$ cat src/rtl/dmem_arb_pkg.sv
// Shared types and constants for the data-memory arbiter.
// Port indices select bits of the two-bit request/grant vectors.
package dmem_arb_pkg;

    typedef enum logic [1:0] {
        ARB  = 2'd0,
        LOCK = 2'd1,
        COOL = 2'd2
    } arb_state_t;

    localparam int PORT_CPU = 0;
    localparam int PORT_DMA = 1;

endpackage

$ cat src/rtl/rr_arb2.sv
// Two-way round-robin pick: on contention the port that did not win last time wins.
// A lone requester is always granted; no request gives no grant.
module rr_arb2 (
    input  logic [1:0] req,
    input  logic       last,
    output logic [1:0] gnt
);

    always_comb begin
        gnt = req;
        if (req == 2'b11) begin
            gnt = last ? 2'b01 : 2'b10;
        end
    end

endmodule

$ cat src/rtl/dmem_arbiter.sv
// Shares the single data-memory port between the CPU load/store path and the DMA engine.
// Round-robin with an optional bounded DMA lock; read data is steered back by a registered owner tag.
module dmem_arbiter
    import dmem_arb_pkg::*;
#(
    parameter int WIDTH    = 32,
    parameter int MAX_LOCK = 16
) (
    input  logic             clk,
    input  logic             rst,

    input  logic             cpu_req,
    input  logic             cpu_we,
    input  logic [WIDTH-1:0] cpu_addr,
    input  logic [WIDTH-1:0] cpu_wdata,
    output logic             cpu_gnt,
    output logic             cpu_rvalid,
    output logic [WIDTH-1:0] cpu_rdata,
    output logic             cpu_stall,

    input  logic             dma_req,
    input  logic             dma_we,
    input  logic [WIDTH-1:0] dma_addr,
    input  logic [WIDTH-1:0] dma_wdata,
    output logic             dma_gnt,
    output logic             dma_rvalid,
    output logic [WIDTH-1:0] dma_rdata,
    input  logic             dma_lock,

    output logic [WIDTH-1:0] mem_A,
    output logic             mem_WE,
    output logic [WIDTH-1:0] mem_WD,
    input  logic [WIDTH-1:0] mem_RD,

    output arb_state_t       dbg_state
);

    localparam int CW = $clog2(MAX_LOCK + 1);
    localparam logic [CW-1:0] LOCK_MAX  = CW'(MAX_LOCK);
    localparam logic [CW-1:0] LOCK_LAST = CW'(MAX_LOCK - 1);

    arb_state_t    state;
    logic          last_gnt;
    logic [CW-1:0] lock_cnt;
    logic          cpu_tag;
    logic          dma_tag;
    logic [1:0]    rr_gnt;
    logic [1:0]    gnt;

    rr_arb2 u_rr (
        .req  ({dma_req, cpu_req}),
        .last (last_gnt),
        .gnt  (rr_gnt)
    );

    // Grants are combinational so an uncontended access completes in the request cycle.
    always_comb begin
        gnt = 2'b00;
        case (state)
            ARB:     gnt = rr_gnt;
            LOCK:    gnt[PORT_DMA] = dma_req;
            COOL: begin
                gnt[PORT_CPU] = cpu_req;
                gnt[PORT_DMA] = dma_req & ~cpu_req;
            end
            default: gnt = 2'b00;
        endcase
        if (rst) begin
            gnt = 2'b00;
        end
    end

    assign cpu_gnt   = gnt[PORT_CPU];
    assign dma_gnt   = gnt[PORT_DMA];
    assign cpu_stall = cpu_req & ~cpu_gnt & ~rst;

    always_comb begin
        mem_A  = '0;
        mem_WE = 1'b0;
        mem_WD = '0;
        if (gnt[PORT_CPU]) begin
            mem_A  = cpu_addr;
            mem_WE = cpu_we;
            mem_WD = cpu_wdata;
        end else if (gnt[PORT_DMA]) begin
            mem_A  = dma_addr;
            mem_WE = dma_we;
            mem_WD = dma_wdata;
        end
    end

    assign cpu_rvalid = cpu_tag;
    assign dma_rvalid = dma_tag;
    assign cpu_rdata  = cpu_tag ? mem_RD : '0;
    assign dma_rdata  = dma_tag ? mem_RD : '0;
    assign dbg_state  = state;

    always_ff @(posedge clk or posedge rst) begin
        if (rst) begin
            state    <= ARB;
            last_gnt <= 1'b1;
            lock_cnt <= '0;
            cpu_tag  <= 1'b0;
            dma_tag  <= 1'b0;
        end else begin
            cpu_tag <= cpu_gnt & ~cpu_we;
            dma_tag <= dma_gnt & ~dma_we;
            if (|gnt) begin
                last_gnt <= gnt[PORT_DMA];
            end
            case (state)
                ARB: begin
                    // The entry grant itself is the first locked cycle.
                    if (dma_gnt && dma_lock) begin
                        lock_cnt <= CW'(1);
                        state    <= (MAX_LOCK == 1) ? COOL : LOCK;
                    end
                end
                LOCK: begin
                    // A lock drop wins over reaching the limit in the same cycle.
                    if (!dma_lock) begin
                        state    <= ARB;
                        last_gnt <= 1'b1;
                        lock_cnt <= '0;
                    end else begin
                        if (lock_cnt < LOCK_MAX) begin
                            lock_cnt <= lock_cnt + CW'(1);
                        end
                        if (lock_cnt >= LOCK_LAST) begin
                            state <= COOL;
                        end
                    end
                end
                COOL: begin
                    if (!dma_lock) begin
                        state    <= ARB;
                        lock_cnt <= '0;
                    end
                end
                default: begin
                    state    <= ARB;
                    lock_cnt <= '0;
                end
            endcase
        end
    end

endmodule

$ cat config.mk
export PLATFORM = sky130hd
export DESIGN_NAME = dmem_arbiter
export DESIGN_NICKNAME = d
export VERILOG_FILES = /design/src/rtl/dmem_arb_pkg.sv /design/src/rtl/rr_arb2.sv /design/src/rtl/dmem_arbiter.sv
export SDC_FILE = /design/constraint.sdc
export NUM_CORES = 1
export LEC_CHECK = 0
export ABC_AREA = 1
export CAP_MARGIN = 20
export CORE_AREA = 2 2 118 120
export CTS_CLUSTER_SIZE = 28
export DETAILED_ROUTE_END_ITERATION = 16
export DIE_AREA = 0 0 120 122
export SLEW_MARGIN = 25
export SYNTH_ARGS = -nofsm -noshare
export SYNTH_HDL_FRONTEND = slang
export SYNTH_HIERARCHICAL = 1
export SYNTH_SLANG_ARGS = --single-unit
$ cat constraint.sdc
create_clock -name clk -period 1.35 [get_ports clk]
set_input_delay 0.135 -clock clk [delete_from_list [all_inputs] [get_ports clk]]
set_output_delay 0.135 -clock clk [all_outputs]
set_load 0.1 [all_outputs]
### After elaboration in Yosys (flattened, before gate mapping)

Cells that the tools add are included.

| operators by class | value |
|---|---|
| add/sub/neg operators | 1 |
| bitwise gates (word level) | 10 |
| shift operators | 0 |
| div/mod/pow operators | 0 |
| order comparisons | 2 |
| multiplexer cells | 26 |
| reductions and logical operators | 5 |
| $mul | 0 |
| eq/ne operators | 7 |

Operators with widths:

| operator | number |
|---|---|
| 2-to-1 mux 32 bit | 6 |
| 2-to-1 mux 5 bit | 4 |
| one-hot mux 5 bit (3 select lines) | 1 |
| 2-to-1 mux 2 bit | 7 |
| inequality test 3 bit, second input constant | 2 |
| one-hot mux 2 bit (3 select lines) | 1 |
| AND reduction 3 bit | 2 |
| adder 5 x 1 -> 5 bit, second input constant | 1 |
| bitwise AND 1 bit | 5 |
| >= comparator 5 x 4 -> 1 bit, second input constant | 1 |
| < comparator 5 bit, second input constant | 1 |
| 2-to-1 mux 1 bit | 5 |
| NOT 1 bit | 5 |
| equality test 2 bit, second input constant | 2 |
| inequality test 2 bit, second input constant | 2 |
| one-hot mux 1 bit (3 select lines) | 1 |
| equality test 2 x 1 -> 1 bit, second input constant | 1 |
| zero test 2 bit | 1 |
| one-hot mux 1 bit (2 select lines) | 1 |
| OR reduction 2 bit | 1 |
| logical AND 1 bit | 1 |

| word-level totals | value |
|---|---|
| input port bits | 167 |
| memory bits (read-only) | 0 |
| output and inout port bits | 136 |
| RAM bits | 0 |
| flip-flop bits (word level) | 10 |
| latch bits | 0 |
| memories | 0 |

### Depth between registers and ports, before layout

| logic depth | value |
|---|---|
| depth in word-level cells | 8 |
| mapped depth | 10 |
| gate-level depth less buffers | 9 |

### Hierarchy

The synthesis kept the hierarchy.

Modules (own cells, without submodules):

| module | area an instance (um^2) | cells an instance | instances | sequential area each (um^2) |
|---|---|---|---|---|
| dmem_arbiter | 2018.2 | 426 | 1 | 251.5 |
| rr_arb2 | 21.3 | 5 | 1 | 0.0 |

### Worst setup path after synthesis

OpenSTA, ideal clock, no wires.

| path | value |
|---|---|
| path kind | reg-to-output |
| from | register state[1] (netlist: dbg_state[1]) |
| to | output port mem_A[16] |
| data arrival time | 2.774 ns |
| buffers on the path | 1 |
| stages on the path, launching flop included | 10 |
| data required time | 1.215 ns |
| setup slack | -1.559 ns |
| cell sequence | dfrtp_1 inv_2 nor2_2 nand2_1 nand3_1 nand2_1 inv_2 buf_2 nand3_1 nand2_1 |

| on the way | value |
|---|---|
| word-level cells in the longest chain between the ends | 5 |
| elaborated cells on any way between the ends | 8 |
| classes of those cells | eq/ne: 2; mux: 5; reduce/logical: 1 |

Ends and longest elaborated chain:

| item | RTL line | text |
|---|---|---|
| from (decl) | dmem_arbiter.sv:42 | `arb_state_t state;` |
| from (signal assigned) | dmem_arbiter.sv:116 | `state <= (MAX_LOCK == 1) ? COOL : LOCK;` |
| equality test 2 bit (tied with other cells) | dmem_arbiter.sv:59 | `case (state)` |
| one-hot mux 1 bit (3 select lines) (*) | dmem_arbiter.sv:59 |  |
| 2-to-1 mux 2 bit (*) | dmem_arbiter.sv:68 | `if (rst) begin` |
| named net dma_gnt | dmem_arbiter.sv:25 | `output logic dma_gnt,` |
| 2-to-1 mux 32 bit (*) | dmem_arbiter.sv:85 | `end else if (gnt[PORT_DMA]) begin` |
| 2-to-1 mux 32 bit (*) | dmem_arbiter.sv:81 | `if (gnt[PORT_CPU]) begin` |
| to (decl) | dmem_arbiter.sv:30 | `output logic [WIDTH-1:0] mem_A,` |

The timed path passes the listed nets; every way through them passes the cells marked *.

### Worst setup path after layout

| path | value |
|---|---|
| from | register state[0] (netlist: dbg_state[0]) |
| to | output port mem_A[22] |

| on the way | value |
|---|---|
| word-level cells in the longest chain between the ends | 5 |
| elaborated cells on any way between the ends | 8 |
| classes of those cells | eq/ne: 2; mux: 5; reduce/logical: 1 |

Ends and longest elaborated chain:

| item | RTL line |
|---|---|
| equality test 2 bit (tied with other cells) | dmem_arbiter.sv:59 |
| one-hot mux 1 bit (3 select lines) | dmem_arbiter.sv:59 |
| 2-to-1 mux 2 bit (*) | dmem_arbiter.sv:68 |
| 2-to-1 mux 32 bit | dmem_arbiter.sv:85 |
| 2-to-1 mux 32 bit (*) | dmem_arbiter.sv:81 |

Mark *: on every way between the ends. The rest lies on a longest branch, timed or not.

==> summary.txt <==
Outcome
  • Status: finished with violations
  • Failing checks: setup timing

Die
  • Die Area: 14600 µm²
  • Initial Util: 0.151
  • Die X-Extent: 120 µm
  • Die Ht: 122 µm
  • Num ports: 303
  • FP Rows: 43
  • CORE AREA: 13500 µm²

Placed design
  • Buffers on Ports: 302
  • GPL Wtd Cong: 0.824
  • Inst Count DP: 918
  • Hpwl dp: 13000 µm
  • Placed inst area: 8700 µm²

Flow run
  • Max-cap violations: 0

Clock tree
  • CTS Buffer Depth: 2
  • Clk sinks: 10
  • Num CTS Buffers: 3
  • Root buf cell: clkbuf_16
  • Hold-fix buffers, CTS: 0
  • H-tree depth: 1
  • CTS tree: yes
  • CTS clk-pin slew, worst paths: 40 ps
  • Clk Latency, worst-skew pair: 240 ps

Final layout
  • Nets: 949
  • Layout cells sized above 1: 0.706
  • Finished Cell Area: 10200 µm²
  • Fin util: 0.759
  • Area Overhead vs Synth: 403%
  • Ant diodes: 0
  • Filler-free cell count of the finished design: 959
  • Fillers: 879

Hold path
  • Hold Path Class: input port to async pin

Logic synthesis
  • Number of distinct library cells after synthesis: 22
  • Syn Inst Count: 431
  • Post-synth EDFFs: 0
  • Synthesized area per cell: 4.73 µm²
  • Asr flop ratio synth: 1.00
  • Synth top area share: 0.405
  • Net Count, Synth: 600
  • Synthesis Warnings: 6
  • Post-synthesis cell area: 2040 µm²
  • Synth top cells by count: nand2_1, inv_1, nand3_1, buf_4, dfrtp_1
  • Largest cells by area after synthesis: nand2_1, nand3_1, inv_1, dfrtp_1, buf_4
  • Flop and latch count out of synthesis: 10
  • Top-count cell post-synth: nand2_1
  • Seq/Total Area, Yosys: 0.123
  • Leading area contributor after synthesis: nand2_1
  • Top FF cell, synth: dfrtp_1

Route
  • Routed WL per cell: 19.1 µm
  • Residual DRC count: 0
  • Total iterations of the first detailed-routing run: 4
  • Detail Route Antenna Nets: 0
  • Vias/cell: 4.44
  • Detailed Route WL: 18300 µm
  • DRT iter0 DRCs: 114
  • Vias: 4258

Global routing
  • Tot GR Track Use: 0.225
  • Vias in the first global route: 4510
  • Met2 Use GR: 0.451
  • First-pass GRT wire length: 25600 µm
  • Antenna violations before repair: 1
  • Met1 GRT Util: 0.240
  • Largest net degree at the start of global routing: 33
  • Total gr overflow: 0
  • Most Crowded Layer GR: met2
  • Met3 usage: 0.0566

Timing
  • Setup TNS Final: -61230 ps
  • Final setup vio count: 142
  • Worst hold margin: 410 ps
  • Max-slew violation count: 0
  • Worst-Margin Slew: 359 ps
  • Minimum clock period: 2120 ps
  • Final Skew: 1.76 ps
  • RSZ-0062 raised after global routing: yes
  • Fin worst setup slack: -770 ps
  • Final-report hold violation count: 0
  • Fin crit share: 1.57
  • Slew margin rel.: 0.760
  • Fmax: 472 MHz

Setup path
  • Worst setup path category: register to primary output
  • Critical path peak fanout: 16
  • Worst-path cell chain: nor2_4 > nand2_2 > a21oi_4 > buf_6 > buf_16 > nand2_1 > nand2_4 > buf_12
  • CP peak stage delay: 510 ps
  • WP data arrival: 1980 ps
  • CP endpoint kind: primary output
  • R2R setup slack: -400 ps
  • Worst path slowest cell: dfrtp_4
  • Worst R2R End: lock_cnt[2]$_DFFE_PP0P_
  • Element type at the critical path start: register
  • Critical Path RT: 1220 ps
  • Reg-to-reg startpoint: last_gnt$_DFF_PP1_
  • R2R depth: 11

Power and ir drop
  • Cell Pwr Density: 1590 nW/µm²
  • Max IR drop VDD: 0.000992 V
  • Leakage: 4.29 nW
[cell type report]
type	instances	area [µm²]	share of cell area
timing repair buffer	371	5530	0.540
multi-input combinational	319	3590	0.351
inverter	75	543	0.0530
sequential	10	267	0.0260
tap	180	225	0.0220
clock buffer	4	88.8	0.00867
[critical path, delay by kind of cell (launching register included)]
kind            cells  cell delay [ps]
compound gates      1              240
buf+inv             3              530
flops               1              510
simple gates        4              460
[per-layer routing]
| layer | share of wire | vias up | routed length [µm] |
|---|---|---|---|
| li1 | - | 2001 | - |
| met1 | 0.35 | 2044 | 6370 |
| met2 | 0.56 | 195 | 10200 |
| met3 | 0.075 | 18 | 1370 |
| met4 | 0.016 | 0 | 287 |
| met5 | 0 | - | 0 |
[cells by family after synthesis]
| group | Yosys count | synth area share |
|---|---|---|
| AO/OA/AOI/OAI | 8 | 0.0258 |
| XOR/XNOR | 1 | 0.00430 |
| adder cells (fa/ha/maj) | 2 | 0.0123 |
| buffers and inverters | 102 | 0.213 |
| flip-flops | 10 | 0.123 |
| AND/OR/NAND/NOR | 308 | 0.621 |
[power by group]
part / switching [W] / internal, W
combinational: 0.00926 / 0.00586
sequential: 0.000118 / 0.000415
clock: 0.000152 / 0.000447
[worst max-delay path by stage]
| stage | from | end |
|---|---|---|
| 6_report | dbg_state[0]$_DFFE_PP0P_ | mem_A[22] |
| 5_1_grt | dbg_state[0]$_DFFE_PP0P_ | mem_A[22] |
| 4_1_cts | last_gnt$_DFF_PP1_ | mem_WD[11] |
| 3_5_place_dp | cpu_req | mem_A[14] |
| 3_3_place_gp | cpu_req | mem_A[10] |
| 2_1_floorplan | dbg_state[1]$_DFFE_PP0P_ | mem_WE |
[placed cells by master, fill, tap and decap left out, drive strengths merged]
| cell | count |
|---|---|
| buf | 199 |
| nand3 | 71 |
| dfrtp | 9 |
| clkinv | 1 |
| nor2 | 9 |
| inv | 9 |
| a21oi | 4 |
| clkinvlp | 65 |
| dlymetal6s2s | 2 |
| nand4 | 6 |
| o211ai | 1 |
| nor3 | 2 |
| o21ai | 2 |
| clkbuf | 10 |
| ha | 2 |
| nand2 | 220 |
| o31ai | 1 |
| clkdlybuf4s50 | 164 |
| xnor2 | 1 |
| dfstp | 1 |
[through the flow]
step	setup WS, ps	total power (W)
6_report	-770	0.0163
5_1_grt	-811	0.0167
3_3_place_gp	-715	0.0135
3_5_place_dp	-715	0.0136
2_1_floorplan	-728	0.00904
4_1_cts	-721	0.0155
[what timing repair did]
action,4_1_cts,5_1_grt
endpoints found under the setup margin,140,143
gates resized for setup,103,89
pin swaps,5,4
setup buffers,11,7
gates cloned,13,7
[state kept, by name (all words and copies together), names as in the netlist]
name and count:
lock_cnt 5, dbg_state 2, cpu_rvalid 1, dma_rvalid 1, last_gnt 1
Power figures use the tool's default switching activity.
